`src/rtl/ir_fetch_unit.sv`:
```
// ir_fetch_unit
//   Instruction fetch front end for the RV32I decode/control stage. Issues
//   in-order word fetches to instruction memory, buffers the returned words
//   together with their PCs in a small FIFO, and presents the head entry to
//   decode. A redirect from execute flushes the buffer. It also marks every
//   in-flight response so that the response is dropped when it returns.
//
// Optional build macro: IR_FETCH_ALIGN_CHECK_EN
//   When defined, a redirect to a PC that is not word aligned parks the unit in
//   HALT and raises fetch_misaligned. A later aligned redirect resumes fetch.
//   When undefined, redirect_pc[1:0] is ignored and treated as 2'b00.
//
// Ports
//   clk, rst          rising-edge clock, synchronous active-high reset
//   imem_req_valid    fetch request valid (never depends on imem_req_ready)
//   imem_req_ready    memory accepts the request
//   imem_req_addr     word-aligned fetch address
//   imem_rsp_valid    response word valid, in request order, not stallable
//   imem_rsp_data     fetched instruction word
//   ir_valid          buffer head valid towards decode
//   ir_ready          decode consumes the head entry
//   ir, ir_pc         instruction word and PC at the buffer head
//   redirect_valid    flush and restart fetch at redirect_pc
//   redirect_pc       new fetch PC
//   fetch_misaligned  (macro only) set while halted on a misaligned redirect

module ir_fetch_unit #(
    parameter int                     IR_WIDTH   = 32,
    parameter logic [IR_WIDTH-1:0]    RESET_PC   = '0,
    parameter int                     FIFO_DEPTH = 4
) (
    input  logic                clk,
    input  logic                rst,
    output logic                imem_req_valid,
    input  logic                imem_req_ready,
    output logic [IR_WIDTH-1:0] imem_req_addr,
    input  logic                imem_rsp_valid,
    input  logic [IR_WIDTH-1:0] imem_rsp_data,
    output logic                ir_valid,
    input  logic                ir_ready,
    output logic [IR_WIDTH-1:0] ir,
    output logic [IR_WIDTH-1:0] ir_pc,
    input  logic                redirect_valid,
    input  logic [IR_WIDTH-1:0] redirect_pc
`ifdef IR_FETCH_ALIGN_CHECK_EN
    ,
    output logic                fetch_misaligned
`endif
);

    localparam int                  PTR_W        = $clog2(FIFO_DEPTH);
    localparam int                  CNT_W        = PTR_W + 1;
    localparam logic [CNT_W:0]      DEPTH_CREDIT = (CNT_W + 1)'(FIFO_DEPTH);
    localparam logic [IR_WIDTH-1:0] WORD_STEP    = IR_WIDTH'(4);

`ifdef IR_FETCH_ALIGN_CHECK_EN
    typedef enum logic {FETCH = 1'b0, HALT = 1'b1} state_t;
`else
    typedef enum logic {FETCH = 1'b0} state_t;
`endif

    state_t state;
    state_t state_next;

    logic [IR_WIDTH-1:0] pc;
    // PC of the next response that will be pushed; advances only on pushes so
    // dropped (stale) responses never consume a PC of the new stream.
    logic [IR_WIDTH-1:0] pc_rsp;
    logic [CNT_W-1:0]    count;
    logic [CNT_W-1:0]    outstanding_cnt;
    logic [CNT_W-1:0]    drop_cnt;
    logic [PTR_W-1:0]    rd_ptr;
    logic [PTR_W-1:0]    wr_ptr;

    logic [IR_WIDTH-1:0] fifo_data [FIFO_DEPTH];
    logic [IR_WIDTH-1:0] fifo_pc   [FIFO_DEPTH];

    logic [IR_WIDTH-1:0] redirect_target;
    logic                redirect_misaligned;
    logic                credit_ok;
    logic                req_fire;
    logic                push;
    logic                pop;
    logic                rsp_drop;
    logic                not_empty;

    assign redirect_target = {redirect_pc[IR_WIDTH-1:2], 2'b00};

`ifdef IR_FETCH_ALIGN_CHECK_EN
    assign redirect_misaligned = |redirect_pc[1:0];
    assign fetch_misaligned    = (state == HALT);
`else
    logic unused_redirect_lsbs;
    assign unused_redirect_lsbs = ^redirect_pc[1:0];
    assign redirect_misaligned  = 1'b0;
`endif

    // Requests in flight plus buffered words may never exceed the buffer size,
    // so every response that is kept always finds a free slot.
    assign credit_ok = ({1'b0, outstanding_cnt} + {1'b0, count}) < DEPTH_CREDIT;
    assign not_empty = (count != '0);

    assign imem_req_valid = !rst && !redirect_valid && (state == FETCH) && credit_ok;
    assign imem_req_addr  = pc;
    assign req_fire       = imem_req_valid && imem_req_ready;

    assign rsp_drop = imem_rsp_valid && (drop_cnt != '0);
    assign push     = imem_rsp_valid && (drop_cnt == '0) && !redirect_valid;

    assign ir_valid = not_empty && !redirect_valid;
    assign pop      = ir_valid && ir_ready;

    // Head is read combinationally; an empty buffer shows zeros so the
    // outputs are defined right after reset without resetting the storage.
    assign ir    = not_empty ? fifo_data[rd_ptr] : '0;
    assign ir_pc = not_empty ? fifo_pc[rd_ptr]   : '0;

    always_comb begin
        state_next = state;
`ifdef IR_FETCH_ALIGN_CHECK_EN
        if (redirect_valid) begin
            state_next = redirect_misaligned ? HALT : FETCH;
        end
`else
        state_next = FETCH;
        if (redirect_misaligned) begin
            state_next = FETCH;
        end
`endif
    end

    always_ff @(posedge clk) begin
        if (rst) begin
            state           <= FETCH;
            pc              <= RESET_PC;
            pc_rsp          <= RESET_PC;
            count           <= '0;
            outstanding_cnt <= '0;
            drop_cnt        <= '0;
            rd_ptr          <= '0;
            wr_ptr          <= '0;
        end else begin
            state <= state_next;
            if (redirect_valid) begin
                // A response arriving in the redirect cycle is discarded here,
                // so only the remaining in-flight requests need dropping later.
                pc              <= redirect_target;
                pc_rsp          <= redirect_target;
                count           <= '0;
                rd_ptr          <= '0;
                wr_ptr          <= '0;
                outstanding_cnt <= outstanding_cnt - CNT_W'(imem_rsp_valid);
                drop_cnt        <= outstanding_cnt - CNT_W'(imem_rsp_valid);
            end else begin
                if (req_fire) begin
                    pc <= pc + WORD_STEP;
                end
                if (push) begin
                    pc_rsp <= pc_rsp + WORD_STEP;
                    wr_ptr <= wr_ptr + PTR_W'(1);
                end
                if (pop) begin
                    rd_ptr <= rd_ptr + PTR_W'(1);
                end
                if (rsp_drop) begin
                    drop_cnt <= drop_cnt - CNT_W'(1);
                end
                outstanding_cnt <= outstanding_cnt + CNT_W'(req_fire) - CNT_W'(imem_rsp_valid);
                count           <= count + CNT_W'(push) - CNT_W'(pop);
            end
        end
    end

    always_ff @(posedge clk) begin
        if (push) begin
            fifo_data[wr_ptr] <= imem_rsp_data;
            fifo_pc[wr_ptr]   <= pc_rsp;
        end
    end

endmodule

```
`config.mk`:
```
export PLATFORM = sky130hd
export DESIGN_NAME = ir_fetch_unit
export DESIGN_NICKNAME = d
export VERILOG_FILES = /design/src/rtl/ir_fetch_unit.sv
export SDC_FILE = /design/constraint.sdc
export NUM_CORES = 1
export LEC_CHECK = 0
export ABC_CLOCK_PERIOD_IN_PS = 4100
export CORE_MARGIN = 5
export CORE_UTILIZATION = 45
export CTS_CLUSTER_DIAMETER = 50
export DETAILED_ROUTE_END_ITERATION = 10
export GPL_ROUTABILITY_DRIVEN = 0
export GPL_TIMING_DRIVEN = 0
export PLACE_DENSITY = 0.78
export SLEW_MARGIN = 0
export SYNTH_ARGS = -nofsm -noshare
export SYNTH_HDL_FRONTEND = slang
export SYNTH_SLANG_ARGS = --single-unit
export TNS_END_PERCENT = 30
```
`constraint.sdc`:
```
create_clock -name clk -period 4.1 [get_ports clk]
set_input_delay 0.41 -clock clk [delete_from_list [all_inputs] [get_ports clk]]
set_output_delay 0.41 -clock clk [all_outputs]
set_load 0.02 [all_outputs]
```
### After elaboration in Yosys (flattened, before gate mapping)

Memories as Yosys holds them, arrays and structs flattened. A register that Yosys moved wholly into a read port is not among the register bits.
Index checks and enable logic that the tools add are counted.

* register bits: 77
* bits in writable memories: 256
* input port bits: 70
* output and inout bits: 98
* logic and storage cells: 55
* memories kept: 2

* $add $sub $neg: 11
* magnitude comparators: 1
* multiplexer cells: 15
* reduce and logical (&&, ||, !) cells: 17

Memories
* fifo_data: depth 4, width 32, read ports 1, clocked after Yosys merged registers in 1, write ports 1, RTL line 75 `logic [IR_WIDTH-1:0] fifo_data [FIFO_DEPTH];`
* fifo_pc: depth 4, width 32, read ports 1, clocked after Yosys merged registers in 1, write ports 1, RTL line 76 `logic [IR_WIDTH-1:0] fifo_pc [FIFO_DEPTH];`

Operator list (number)
* $mux W32: 6
* $add A32 B3 Y32 const B: 2
* $mux W3: 3
* $sub A3 B1 Y3: 3
* $logic_and A1 B1 Y1: 8
* $mux W2: 4
* $add A3 B1 Y3: 2
* $reduce_bool A2 Y1: 3
* $reduce_bool A3 Y1: 2
* $add A2 B1 Y2 const B: 2
* $add A3 B3 Y4: 1
* $lt A4 B3 Y1 const B: 1
* $logic_not A3 Y1: 1
* $sub A3 B1 Y3 const B: 1
* $logic_not A1 Y1: 2
* $mux W1: 2
* $reduce_or A2 Y1: 1

### Depth between registers and ports, before layout

* depth in word-level cells: 7
* gate-level depth with buffers: 13

### Worst setup path after synthesis

Ideal clock, no wire load.

* path type: reg2reg
* from: reg drop_cnt[0]
* to: mem fifo_data[0][0] (enable)
* library setup time: 427 ps
* data arrival time: 2610 ps
* required time: 3673 ps
* setup slack: 1063 ps
* stages on the path, launching flop included: 6
* path buffers: 1
* cell sequence: dfxtp_1 > inv_1 > ha_1 > and3b_1 > buf_1 > and3_1

* word-level cells in the longest chain between the ends: 5

RTL lines
* from (decl): RTL line 71 `logic [CNT_W-1:0] drop_cnt;`
* from (signal assigned): RTL line 153 `drop_cnt <= outstanding_cnt - CNT_W'(imem_rsp_valid);`
* from (signal assigned): RTL line 166 `drop_cnt <= drop_cnt - CNT_W'(1);`
* $logic_not A3 Y1: RTL line 108 `assign push = imem_rsp_valid && (drop_cnt == '0) && !redirect_valid;`
* $logic_and A1 B1 Y1 (2 in series): RTL line 108
* $mux W1: RTL line 175 `if (push) begin`
* $mux W1 (implied by the code): RTL line 176 `fifo_data[wr_ptr] <= imem_rsp_data;`
* to (decl): RTL line 75

No other way between the ends.

### Worst setup path in the final report

* from: in redirect_valid
* to: out ir_valid

* word-level cells in the longest chain between the ends: 2

RTL lines
* from (decl): RTL line 43 `input logic redirect_valid,`
* $logic_not A1 Y1: RTL line 110 `assign ir_valid = not_empty && !redirect_valid;`
* $logic_and A1 B1 Y1: RTL line 110
* to (decl): RTL line 39 `output logic ir_valid,`

No other way between the ends.

==> impl_results.md <==
* Largest net degree at the start of global routing at 54
* Antenna violations before repair at 0
* Final period util at a little under 90%
* CTS Buf Count at 35
* Total power at around 7.3 mW
* Clock skew at 0.0176 ns
* Cells after Synth at ~900
* DR iter-0 viols at between 700 and 800
* Synth async-reset ratio at 0%
* Worst Reg2Reg Path Length in Cells at 13
* Net Sw Frac at around 22%
* Share of power burned in registers at roughly half
* Pre-CTS setup slack at about 0.53 ns
* Post-CTS Setup Inserts at 0
* EDFF count, synth at about 250
* Crit end category: output port
* Commonest non-fill, non-tap cell in the layout: edfxtp_1
* CTS tree: built
* Via density at between 5 and 6
* Synth cell types at 64
* Crit path required time at ~3.7 ns
* Starting density of the core at a little under half
* Core ar. at between 0.02 and 0.03 sq mm
* Arrival time worst endpoint at ~3.2 ns
* Post-route DRC at 0
* Max-Cap Viols at 0
* Final setup fails at 0
* Die width at 184 microns
* Root Driver: clkbuf_16
* Final ANT Viol Nets at 0
* Syn avg cell area at 14.7 sq um
* Setup crit start kind: input pin
* Crit path time final at 3.61 ns
* Max rail drop VDD at 0.282 mV
* Worst hold path cell count at 3
* FMAX at between 200 and 300 MHz
* Mapped cell area at about 0.014 sq mm
* Port Buffers at 160
* Wire length of the first global-routing pass at 47.9 mm
* Vias in the first global route at ~8600
* Clock Power Share at 40.6%
* Total number of vias at ~8400
* Area grow syn2layout at 24.4%
* Min-Delay Path Class: input pin to register
* NetSw at between 1.5 and 2 mW
* Layout cells sized above 1 at between 10% and 20%
* Clock Path Buffers at 3
* Multi-input combinational cell area at ~0.0044 sq mm
* Reg area at ~0.0089 sq mm
* Max-slew violations at 0
* Flops & latches, synth at 323
* Critical path fanouts, max at 10
* Ports at roughly 170
* Final Net Count at between 1000 and 1500
* Clock transition at path regs at ~0.060 ns
* RSZ-0062 raised after global routing: no
* Tightest Pin Transition at approximately 0.72 ns
* Detailed Routing Iterations Pass 1 at 7
* # fillers at around 2300
* Clock sink total at 323
* Setup WS post-layout at about 0.5 ns
* Hold Vio Cnt, Final at 0
* Finished Cell Area at 0.0170 sq mm
* Status: completed
* Sequential area share after synthesis at between 60% and 70%
* Placed cell area at 0.0159 sq mm
* Gr ovfl total at 0
* Yosys warnings at 0
* Post_cts resized at 0
* PwrDens at between 400 and 500 mW/mm^2
* Die area at around 0.034 sq mm
* N_diodes at 0
* Hold buffer count at CTS at 0
* WL final at roughly 30 mm
* Comb power frac at under 10%
* Commonest cells after routing, fill and taps aside: edfxtp_1, clkdlybuf4s50_1, dfxtp_1
* Post-detail-place hpwl at a little over 20 mm
* Int Pwr at around 5.7 mW
* Worst slew margin relative to its limit at roughly half
* Die height at between 150 and 200 microns
* # H-tree levels at 2
* Total track usage at between 10% and 20%
* Synth Flop Type: edfxtp_1
* Core Rows at 63
* Crit Path Category: input pin to output port
* Drt wl/cell at 19.5 microns
* Leak pwr at 5.42 nW
* Skew-Pair Late Insertion Delay at 0.51 ns
[through the flow]
step	utilization, %	hold WS (ns)	setup TNS (ns)	cells
final	56.9	0.473	0	1547
after floorplan	-	0.481	0	930
after global routing	56.9	0.475	0	1547
after CTS	56.9	0.435	0	1547
after global placement	52.8	0.507	-212.46	1480
after detailed placement	53.3	0.510	0	1485
[synth_stat cells, types with 8 or more instances]
cell type	n	area share [%]
nor3_1	19	0.70
edfxtp_1	248	55
and2_1	10	0.46
ha_1	16	1.5
a21boi_0	13	0.72
nand2_1	54	1.5
buf_2	9	0.33
xor2_1	8	0.51
o211ai_1	8	0.44
and3_1	9	0.41
nor2b_1	62	2.8
a31oi_1	15	0.69
dfxtp_1	75	11
o21ai_0	12	0.44
xnor2_1	34	2.2
clkbuf_1	30	0.83
nand4_1	19	0.87
a211oi_1	13	0.72
a21oi_1	28	1.0
mux4_2	62	10
inv_1	30	0.83
nor2_1	47	1.3
nand3_1	23	0.84
[path summary, 6_finish.rpt]
check	from	end	slack (ns)
max	redirect_valid	ir_valid	0.49
min	rst	count[0]	0.47
max reg2reg	outstanding_cnt[2]	outstanding_cnt[2]	0.95
min reg2reg	imem_req_addr[31]	imem_req_addr[31]	0.53
[state kept, by name, indices dropped and copies added (netlist names), named ones only]
register         count
count                3
drop_cnt             3
fifo_data          128
fifo_pc            120
imem_req_addr       30
outstanding_cnt      3
pc_rsp              30
rd_ptr               2
wr_ptr               2
[final cells by class]
class / instances / share of cell area [%]
buffer: 53 / 1.42
clock inverter: 20 / 1.01
clock buffer: 42 / 5.38
tap: 390 / 2.88
multi-input combinational: 523 / 25.8
sequential: 323 / 52.7
timing repair buffer: 165 / 10.1
inverter: 31 / 0.686
[logic make-up (layout without fill, tap and decap cells)]
family | count (synthesis) | after routing | share of synthesized area [%]
flops | 323 | 323 | 65.6
compound gates | 108 | 108 | 5.12
simple gates | 285 | 285 | 11.6
other cells | 1 | 4 | 0.0275
buf+inv | 84 | 311 | 2.62
fa+ha+maj | 18 | 18 | 1.76
mux | 66 | 66 | 10.5
xor+xnor | 42 | 42 | 2.70
[routing by layer]
layer / GRT usage [%] / vias up / share of wire (%) / wire [microns]
li1: - / 3928 / - / -
met1: 26.3 / 4085 / 44 / 13200
met2: 27.9 / 382 / 46 / 13900
met3: 3.41 / 54 / 7.8 / 2370
met4: 4.70 / 0 / 2.2 / 673
met5: 0 / - / 0 / 0
[worst max-delay path: stages]
cell	delay, ns
clkdlybuf4s50_1	0.56
clkbuf_1	0.39
clkbuf_1	0.54
buf_1	0.62
nor2_1	0.10
clkdlybuf4s50_1	0.56
[power groups by stage]
stage                     registers [mW]  logic (mW)  clock network [mW]
after detailed placement            3.79       0.608                   0
after CTS                           3.72       0.612                3.02
after floorplan                     3.79       0.313                   0
after global routing                3.73       0.659                3.18
final                               3.72       0.607                2.96
after global placement              3.79       0.588                   0
No activity file was read; power rests on OpenSTA's default activity.
